<file path="config.mk">
export PLATFORM = sky130hd
export DESIGN_NAME = pc_fetch_unit_flat
export DESIGN_NICKNAME = d
export VERILOG_FILES = /design/src/rtl/pc_fetch_unit_if.sv /design/src/rtl/pc_fetch_unit.sv /design/src/flat_wrapper.sv
export SDC_FILE = /design/constraint.sdc
export NUM_CORES = 1
export LEC_CHECK = 0
export ABC_AREA = 0
export CORE_UTILIZATION = 40
export CTS_CLUSTER_SIZE = 14
export DETAILED_ROUTE_END_ITERATION = 16
export GPL_TIMING_DRIVEN = 0
export HOLD_SLACK_MARGIN = 0.03
export PLACE_DENSITY_LB_ADDON = 0.05
export SYNTH_ARGS = -nofsm -noshare
export SYNTH_HDL_FRONTEND = slang
export SYNTH_SLANG_ARGS = --single-unit
export TNS_END_PERCENT = 30
</file>
<file path="constraint.sdc">
create_clock -name clock -period 7.6 [get_ports clock]
set_input_delay 2.28 -clock clock [delete_from_list [all_inputs] [get_ports clock]]
set_output_delay 2.28 -clock clock [all_outputs]
set_load 0.02 [all_outputs]
</file>
<file path="src/rtl/pc_fetch_unit_if.sv">
// Instruction-memory request/acknowledge bus for pc_fetch_unit.
// master: imem_req, imem_addr out; imem_data, imem_ack in. slave: mirror.
interface pc_fetch_unit_if;
    logic        imem_req;
    logic [63:0] imem_addr;
    logic [31:0] imem_data;
    logic        imem_ack;

    modport master (
        output imem_req,
        output imem_addr,
        input  imem_data,
        input  imem_ack
    );

    modport slave (
        input  imem_req,
        input  imem_addr,
        output imem_data,
        output imem_ack
    );
endinterface

</file>
<file path="src/rtl/pc_fetch_unit.sv">
// PC register with inc/branch/absolute update, plus req/ack fetch into IR.
// Ports: clock, reset (async active-low), PS, PCSEL, EN_PC, IL, br_off,
//   reg_data, imem (pc_fetch_unit_if.master), PC, pc_plus4, IR, ir_valid,
//   fetch_busy, fetch_err. Optional macro: FETCH_TIMEOUT_EN (fetch abort).
module pc_fetch_unit #(
    parameter logic [63:0] RESET_PC    = 64'h0,
    parameter int unsigned TIMEOUT_CYC = 16
) (
    input  logic                  clock,
    input  logic                  reset,
    input  logic [1:0]            PS,
    input  logic                  PCSEL,
    input  logic                  EN_PC,
    input  logic                  IL,
    input  logic [25:0]           br_off,
    input  logic [63:0]           reg_data,
    pc_fetch_unit_if.master       imem,
    output logic [63:0]           PC,
    output logic [63:0]           pc_plus4,
    output logic [31:0]           IR,
    output logic                  ir_valid,
    output logic                  fetch_busy,
    output logic                  fetch_err
);

    typedef enum logic {
        IDLE,
        FETCH
    } state_t;

    state_t      state, state_nx;
    logic        start, done;
    logic [63:0] pc_q, pc_nx, br_tgt_off;
    logic [63:0] addr_q;
    logic [31:0] ir_q;
    logic        valid_q;

`ifdef FETCH_TIMEOUT_EN
    localparam logic [7:0] TO_LAST = 8'(TIMEOUT_CYC - 1);
    logic [7:0] to_cnt;
    logic       err_q;
    logic       abort_f;
`endif

    // Byte offset already scaled by 4 (word offset << 2).
    assign br_tgt_off = PCSEL
        ? {{43{br_off[18]}}, br_off[18:0], 2'b00}
        : {{36{br_off[25]}}, br_off, 2'b00};

    always_comb begin
        pc_nx = pc_q;
        if (EN_PC) begin
            unique case (PS)
                2'b00: pc_nx = pc_q;
                2'b01: pc_nx = pc_q + 64'd4;
                2'b10: pc_nx = pc_q + br_tgt_off;
                2'b11: pc_nx = {reg_data[63:2], 2'b00};
                default: pc_nx = pc_q;
            endcase
        end
    end

    always_comb begin
        state_nx = state;
        start    = 1'b0;
        done     = 1'b0;
`ifdef FETCH_TIMEOUT_EN
        abort_f  = 1'b0;
`endif
        unique case (state)
            IDLE: begin
                if (IL) begin
                    start    = 1'b1;
                    state_nx = FETCH;
                end
            end
            FETCH: begin
                // An ack on the timeout edge still completes the fetch.
                if (imem.imem_ack) begin
                    done     = 1'b1;
                    state_nx = IDLE;
                end
`ifdef FETCH_TIMEOUT_EN
                else if (to_cnt == TO_LAST) begin
                    abort_f  = 1'b1;
                    state_nx = IDLE;
                end
`endif
            end
            default: state_nx = IDLE;
        endcase
    end

    always_ff @(posedge clock or negedge reset) begin
        if (!reset) begin
            state <= IDLE;
        end else begin
            state <= state_nx;
        end
    end

    always_ff @(posedge clock or negedge reset) begin
        if (!reset) begin
            pc_q    <= RESET_PC;
            addr_q  <= 64'h0;
            ir_q    <= 32'h0;
            valid_q <= 1'b0;
        end else begin
            pc_q    <= pc_nx;
            valid_q <= done;
            // Fetch address is the PC before any same-edge update.
            if (start) begin
                addr_q <= pc_q;
            end
            if (done) begin
                ir_q <= imem.imem_data;
            end
        end
    end

`ifdef FETCH_TIMEOUT_EN
    always_ff @(posedge clock or negedge reset) begin
        if (!reset) begin
            to_cnt <= 8'h0;
            err_q  <= 1'b0;
        end else begin
            if (start) begin
                to_cnt <= 8'h0;
            end else if (state == FETCH && !imem.imem_ack) begin
                to_cnt <= to_cnt + 8'd1;
            end
            if (abort_f) begin
                err_q <= 1'b1;
            end
        end
    end

    assign fetch_err = err_q;
`else
    logic unused_cfg;
    assign unused_cfg = ^{8'(TIMEOUT_CYC), reg_data[1:0]};
    assign fetch_err  = 1'b0;
`endif

`ifdef FETCH_TIMEOUT_EN
    logic unused_bits;
    assign unused_bits = ^reg_data[1:0];
`endif

    // Request derives from state so an async reset drops it at once.
    assign imem.imem_req  = (state == FETCH);
    assign imem.imem_addr = addr_q;
    assign fetch_busy     = (state == FETCH);
    assign PC             = pc_q;
    assign pc_plus4       = pc_q + 64'd4;
    assign IR             = ir_q;
    assign ir_valid       = valid_q;

endmodule

</file>
<file path="src/flat_wrapper.sv">
// flat-port wrapper written by rule: the top's interface ports become plain ports
module pc_fetch_unit_flat 
#(
    parameter logic [63:0] RESET_PC    = 64'h0,
    parameter int unsigned TIMEOUT_CYC = 16
)
  (clock, reset, PS, PCSEL, EN_PC, IL, br_off, reg_data, PC, pc_plus4, IR, ir_valid, fetch_busy, fetch_err, imem_imem_req, imem_imem_addr, imem_imem_data, imem_imem_ack);
  pc_fetch_unit_if imem_i ();
  input  logic clock;
  input  logic reset;
  input  logic [1:0] PS;
  input  logic PCSEL;
  input  logic EN_PC;
  input  logic IL;
  input  logic [25:0] br_off;
  input  logic [63:0] reg_data;
  output logic [63:0] PC;
  output logic [63:0] pc_plus4;
  output logic [31:0] IR;
  output logic ir_valid;
  output logic fetch_busy;
  output logic fetch_err;
  output wire logic [$bits(imem_i.imem_req)-1:0] imem_imem_req;
  output wire logic [$bits(imem_i.imem_addr)-1:0] imem_imem_addr;
  input wire logic [$bits(imem_i.imem_data)-1:0] imem_imem_data;
  input wire logic [$bits(imem_i.imem_ack)-1:0] imem_imem_ack;
  assign imem_imem_req = imem_i.imem_req;
  assign imem_imem_addr = imem_i.imem_addr;
  assign imem_i.imem_data = imem_imem_data;
  assign imem_i.imem_ack = imem_imem_ack;
  pc_fetch_unit #(.RESET_PC(RESET_PC), .TIMEOUT_CYC(TIMEOUT_CYC)) u_core (.clock(clock), .reset(reset), .PS(PS), .PCSEL(PCSEL), .EN_PC(EN_PC), .IL(IL), .br_off(br_off), .reg_data(reg_data), .imem(imem_i), .PC(PC), .pc_plus4(pc_plus4), .IR(IR), .ir_valid(ir_valid), .fetch_busy(fetch_busy), .fetch_err(fetch_err));
endmodule
</file>
---- Yosys cells after proc, flatten, opt, wreduce, memory -nomap -nowiden ----
Cells that the tools add are included.
Widths: inputs -> output; s select.
cells by class
  add/sub/neg operators ................... 2
  equal/unequal tests ..................... 3
  muxes and demuxes ....................... 8
  bitwise operators ....................... 2
  reduce and logical (&&, ||, !) cells .... 2
operator list
  operator               number
  $pmux 64 s3            1
  $add 64x3->64 const B  1
  $add 64x64->64         1
  $mux 64                1
  $mux 1                 5
  $eq 2x2->1 const B     2
  $eq 2x1->1 const B     1
  $logic_not 2->1        1
  $not 1->1              2
  $pmux 1 s2             1
  $reduce_and 2->1       1
word-level totals
  bits in registers ....................... 162
  input port bits ......................... 130
  logic and storage cells ................. 22

---- Depth between registers and ports, before layout ----
  depth in word-level cells ............... 3
  mapped depth ............................ 14

---- Least setup slack after synthesis ----
OpenSTA, ideal clock, no wires.
  path kind ............................... in2reg
  from .................................... in br_off[25]
  to ...................................... reg u_core.pc_q[60], in the netlist u_core.PC[60]
  library setup time ...................... 125 ps
  arrival time ............................ 7241 ps
  data required time ...................... 7475 ps
  setup slack ............................. 234 ps
  stages .................................. 14
  path buffers ............................ 1
  cells stage by stage .................... inv_1 o21ai_0 ha_1 clkbuf_1 a21oi_1 o21ai_0 a311oi_1 o221ai_1 nor3_1 a21oi_1 a311oi_2 o31ai_1 xnor2_1 o21ai_1
between the ends
  word-level cells in the longest chain between the ends .. 3
ends and longest elaborated chain
  item                  line                  RTL
  from (decl)           flat_wrapper.sv:15    input logic [25:0] br_off;
  $mux 64               pc_fetch_unit.sv:47   ? {{43{br_off[18]}}, br_off[18:0], 2'b00}
  $add 64x64->64        pc_fetch_unit.sv:56   2'b10: pc_nx = pc_q + br_tgt_off;
  $pmux 64 s3           pc_fetch_unit.sv:53   unique case (PS)
  to (signal assigned)  pc_fetch_unit.sv:109  pc_q <= pc_nx;
  to (decl)             pc_fetch_unit.sv:33   logic [63:0] pc_q, pc_nx, br_tgt_off;
No other way between the ends.
A chain may end at the register's enable or synchronous reset.

---- Worst setup path after layout ----
  from .................................... reg u_core.pc_q[4], in the netlist u_core.PC[4]
  to ...................................... out pc_plus4[63]
between the ends
  word-level cells in the longest chain between the ends .. 1
ends and longest elaborated chain
  item           line                  RTL
  $add 64x3->64  pc_fetch_unit.sv:155  assign pc_plus4 = pc_q + 64'd4;
  to (decl)      flat_wrapper.sv:18    output logic [63:0] pc_plus4;
No other way between the ends.

==> summary.txt <==
status - complete, no violations
Port Buf Inserts - 346
Yosys reg bits - 158
post-synth top area cell - dfrtp_1
clock share of power - 0.165
first-pass GRT wire length - 77500 um
Sequential Power Share - 0.251
setup TNS - 0 ns
CP Data Required Time - 5.32 ns
GPL Wtd Cong - 0.980
post-cts resize count - 0
grt total ovfl - 0
Final Hold Slack - 0.486 ns
initial drt markers - 1214
net switching power - 2.63 mW
number of hold buffers added after CTS - 0
slowest stage delay, CP - 0.65 ns
Int Pwr - 3.12 mW
Post-synth EDFFs - 0
PwrDens - 342 nW/um^2
area fraction of the dominant cell type after synthesis - 0.326
# rows - 63
Detailed Place HPWL - 40400 um
mapped cell area - 12100 um^2
setup repair bufs after CTS - 0
CTS Sinks - 158
most common cell after layout, fill and taps aside - clkdlybuf4s50_1
Post-Syn Instances - 1429
cells taking the most area after synthesis - dfrtp_1 33%, mux2_2 8.0%, ha_1 6.4%
Pins Over Slew Limit - 0
Critical Path End Type - output port
CTS tree - yes
FILL cells - 2730
Longest Clk Path Bufs - 2
Static Leak - 6.84 nW
minimum clock period - 6.88 ns
Clock Latency Late Sink - 0.45 ns
Wirelength per Cell - 24.0 um
DR pass1 iterations - 6
Peak supply drop - 180 uV
switch share - 0.457
post-route insts no fill - 2206
initial core utilization - 0.408
die area - 31000 um^2
final hold viol count - 0
Slew headroom - 0.0483
Via Count - 13131
sequential area share after synthesis - 0.326
core box area - 29700 um^2
Ys Warns - 0
Top delay family on crit path - simple AND/OR/NAND/NOR gates
number of global-route vias before repair - 12567
Worst Skew - 0.0173 ns
CP Max Fanout - 7
Area after DPL - 16200 um^2
All-Layer GR Usage - 0.335
die height - 176 um
clock slew at reported path FFs - 0.07 ns
# DRC - 0
Post-Route WL - 52800 um
synthesis-to-layout area growth - 38.5%
fin area - 16800 um^2
io pins - 358
Final Cycle Share - 0.906
Post-layout nets - 1995
crit start category - register
commonest non-fill, non-tap cells in the layout - 345 x clkdlybuf4s50_1, 160 x nand2_1, 158 x dfrtp_1, 126 x o21ai_0, 124 x a21oi_1
final core utilization - 0.565
CP cell instances - clkbuf_2 > nand3_1 > nor4_2 > nand4_1 > or3_1 > buf_2 > nor2_8 > nand3_1 > xnor2_1 > clkdlybuf4s50_1
worst path bufs/invs - 3
placed insts - 2173
slowest CP cell - nand4_1
Unique masters post-synth - 84
setup repair after global routing missed its margin - no
HP Class - reg -> reg
number of antenna violations at the first check in global routing - 1
chip width - 176 um
dominant synthesized flop cell - dfrtp_1
worst-margin pin slew - 1.42 ns
asr flop ratio synth - 1.00
CP Class - reg -> out
CTS buffer count - 17
Final setup viols - 0
Crit path top cell by count - nand3_1
Vias/cell - 5.95
Antenna Nets Post-Route - 0
crit path DAT - 4.60 ns
combinational share of power - 0.584
pin count of the biggest net entering global routing - 82
max_cap viols - 0
H-tree levels - 4
Fmax achieved - 145 MHz
Syn Area/Cell - 8.49 um^2
layout cells sized above 1 - 0.0970
CTS root buf - clkbuf_16
layer usage:
| metal | vias up | share of wire | track usage |
|---|---|---|---|
| li1 | 5921 | - | - |
| met1 | 6445 | 0.44 | 0.452 |
| met2 | 645 | 0.44 | 0.522 |
| met3 | 120 | 0.079 | 0.0579 |
| met4 | 0 | 0.044 | 0.152 |
| met5 | - | 0 | 0 |
final timing paths:
| kind | from | end | slack [ns] | depth (start not counted) |
|---|---|---|---|---|
| hold reg to reg | u_core.imem.imem_addr[50] | u_core.imem.imem_addr[50] | 0.49 | 2 |
| setup reg to reg | u_core.PC[29] | u_core.PC[60] | 3.40 | 12 |
| max in group asynchronous | reset | u_core.imem.imem_addr[59] | 4.90 | 2 |
| hold / removal | u_core.imem.imem_addr[50] | u_core.imem.imem_addr[50] | 0.49 | 2 |
| setup / recovery | u_core.PC[4] | pc_plus4[63] | 0.72 | 10 |
| min in group asynchronous | reset | u_core.imem.imem_addr[29] | 1.82 | 1 |
registers in the layout (all words and copies together), names as in the netlist:
register	cells
u_core.PC	62
u_core.imem.imem_addr	62
u_core.IR	32
u_core.fetch_busy	1
u_core.ir_valid	1
power groups by stage:
| stage | Clock (mW) | Combinational (mW) | Sequential, mW |
|---|---|---|---|
| floorplan | 0 | 1.60 | 1.73 |
| global placement | 0 | 3.30 | 1.44 |
| detailed placement | 0 | 3.31 | 1.46 |
| CTS | 0.963 | 3.33 | 1.44 |
| global route | 0.994 | 3.58 | 1.49 |
| finish | 0.949 | 3.36 | 1.44 |
stage by stage:
step                      setup WS [ns]  power, mW
after floorplan                   0.234       3.33
after detailed placement          0.598       4.77
final                             0.715       5.75
after CTS                         0.854       5.73
after global routing              0.653       6.06
after global placement            -3.51       4.75
logic make-up (layout without fill, tap and decap cells):
| kind of cell | count (synthesis) | after routing | synth area share |
|---|---|---|---|
| XOR/XNOR | 114 | 114 | 0.0823 |
| flip-flops | 158 | 158 | 0.326 |
| AO/OA/AOI/OAI | 432 | 432 | 0.217 |
| AND/OR/NAND/NOR | 429 | 429 | 0.170 |
| buffers and inverters | 141 | 521 | 0.0540 |
| adder cells (fa/ha/maj) | 63 | 63 | 0.0656 |
| other | 1 | 8 | 0.000309 |
| multiplexers | 91 | 91 | 0.0845 |
Yosys cell counts, types with 3 or more instances:
library cell,number
ha_1,62
nor3_1,24
a21oi_1,124
or3_1,8
nor3b_1,3
nor2b_1,6
nor4_1,9
o21bai_1,18
xnor2_1,77
a211oi_1,7
a31oi_1,12
nand3_1,45
o221ai_1,9
and3_1,18
buf_4,10
a21o_1,25
buf_1,11
nand4_1,34
mux2_2,86
o21ai_0,127
o21ai_1,9
mux2i_1,3
and2_1,6
xor2_1,37
o211ai_1,23
buf_2,8
nand2_1,160
clkbuf_8,7
or2_2,4
nand2b_1,4
a21boi_0,4
o22ai_1,17
or4_1,4
clkbuf_1,60
inv_1,42
nor2_1,85
dfrtp_1,158
a22oi_1,5
a221oi_1,3
o21a_1,8
o31ai_1,11
area by class of cell:
class                   instances  area (um^2)  share of cell area
clock buffers                  18          439              0.0261
clock inverters                14          190              0.0113
inverters                      43          161             0.00961
well taps                     390          488              0.0290
plain buffers                  98          494              0.0294
repair buffers                348         3520               0.209
diodes                          1         2.50            0.000149
multi-input cells            1136         7550               0.450
flip-flops and latches        158         3950               0.235
worst min-delay path, delay by kind of cell (launching register included):
family,cells,cell delay [ns]
flip-flops,1,0.34
AND/OR/NAND/NOR,1,0.05
AO/OA/AOI/OAI,1,0.06
Note: power is estimated with default switching activity, not from simulation.
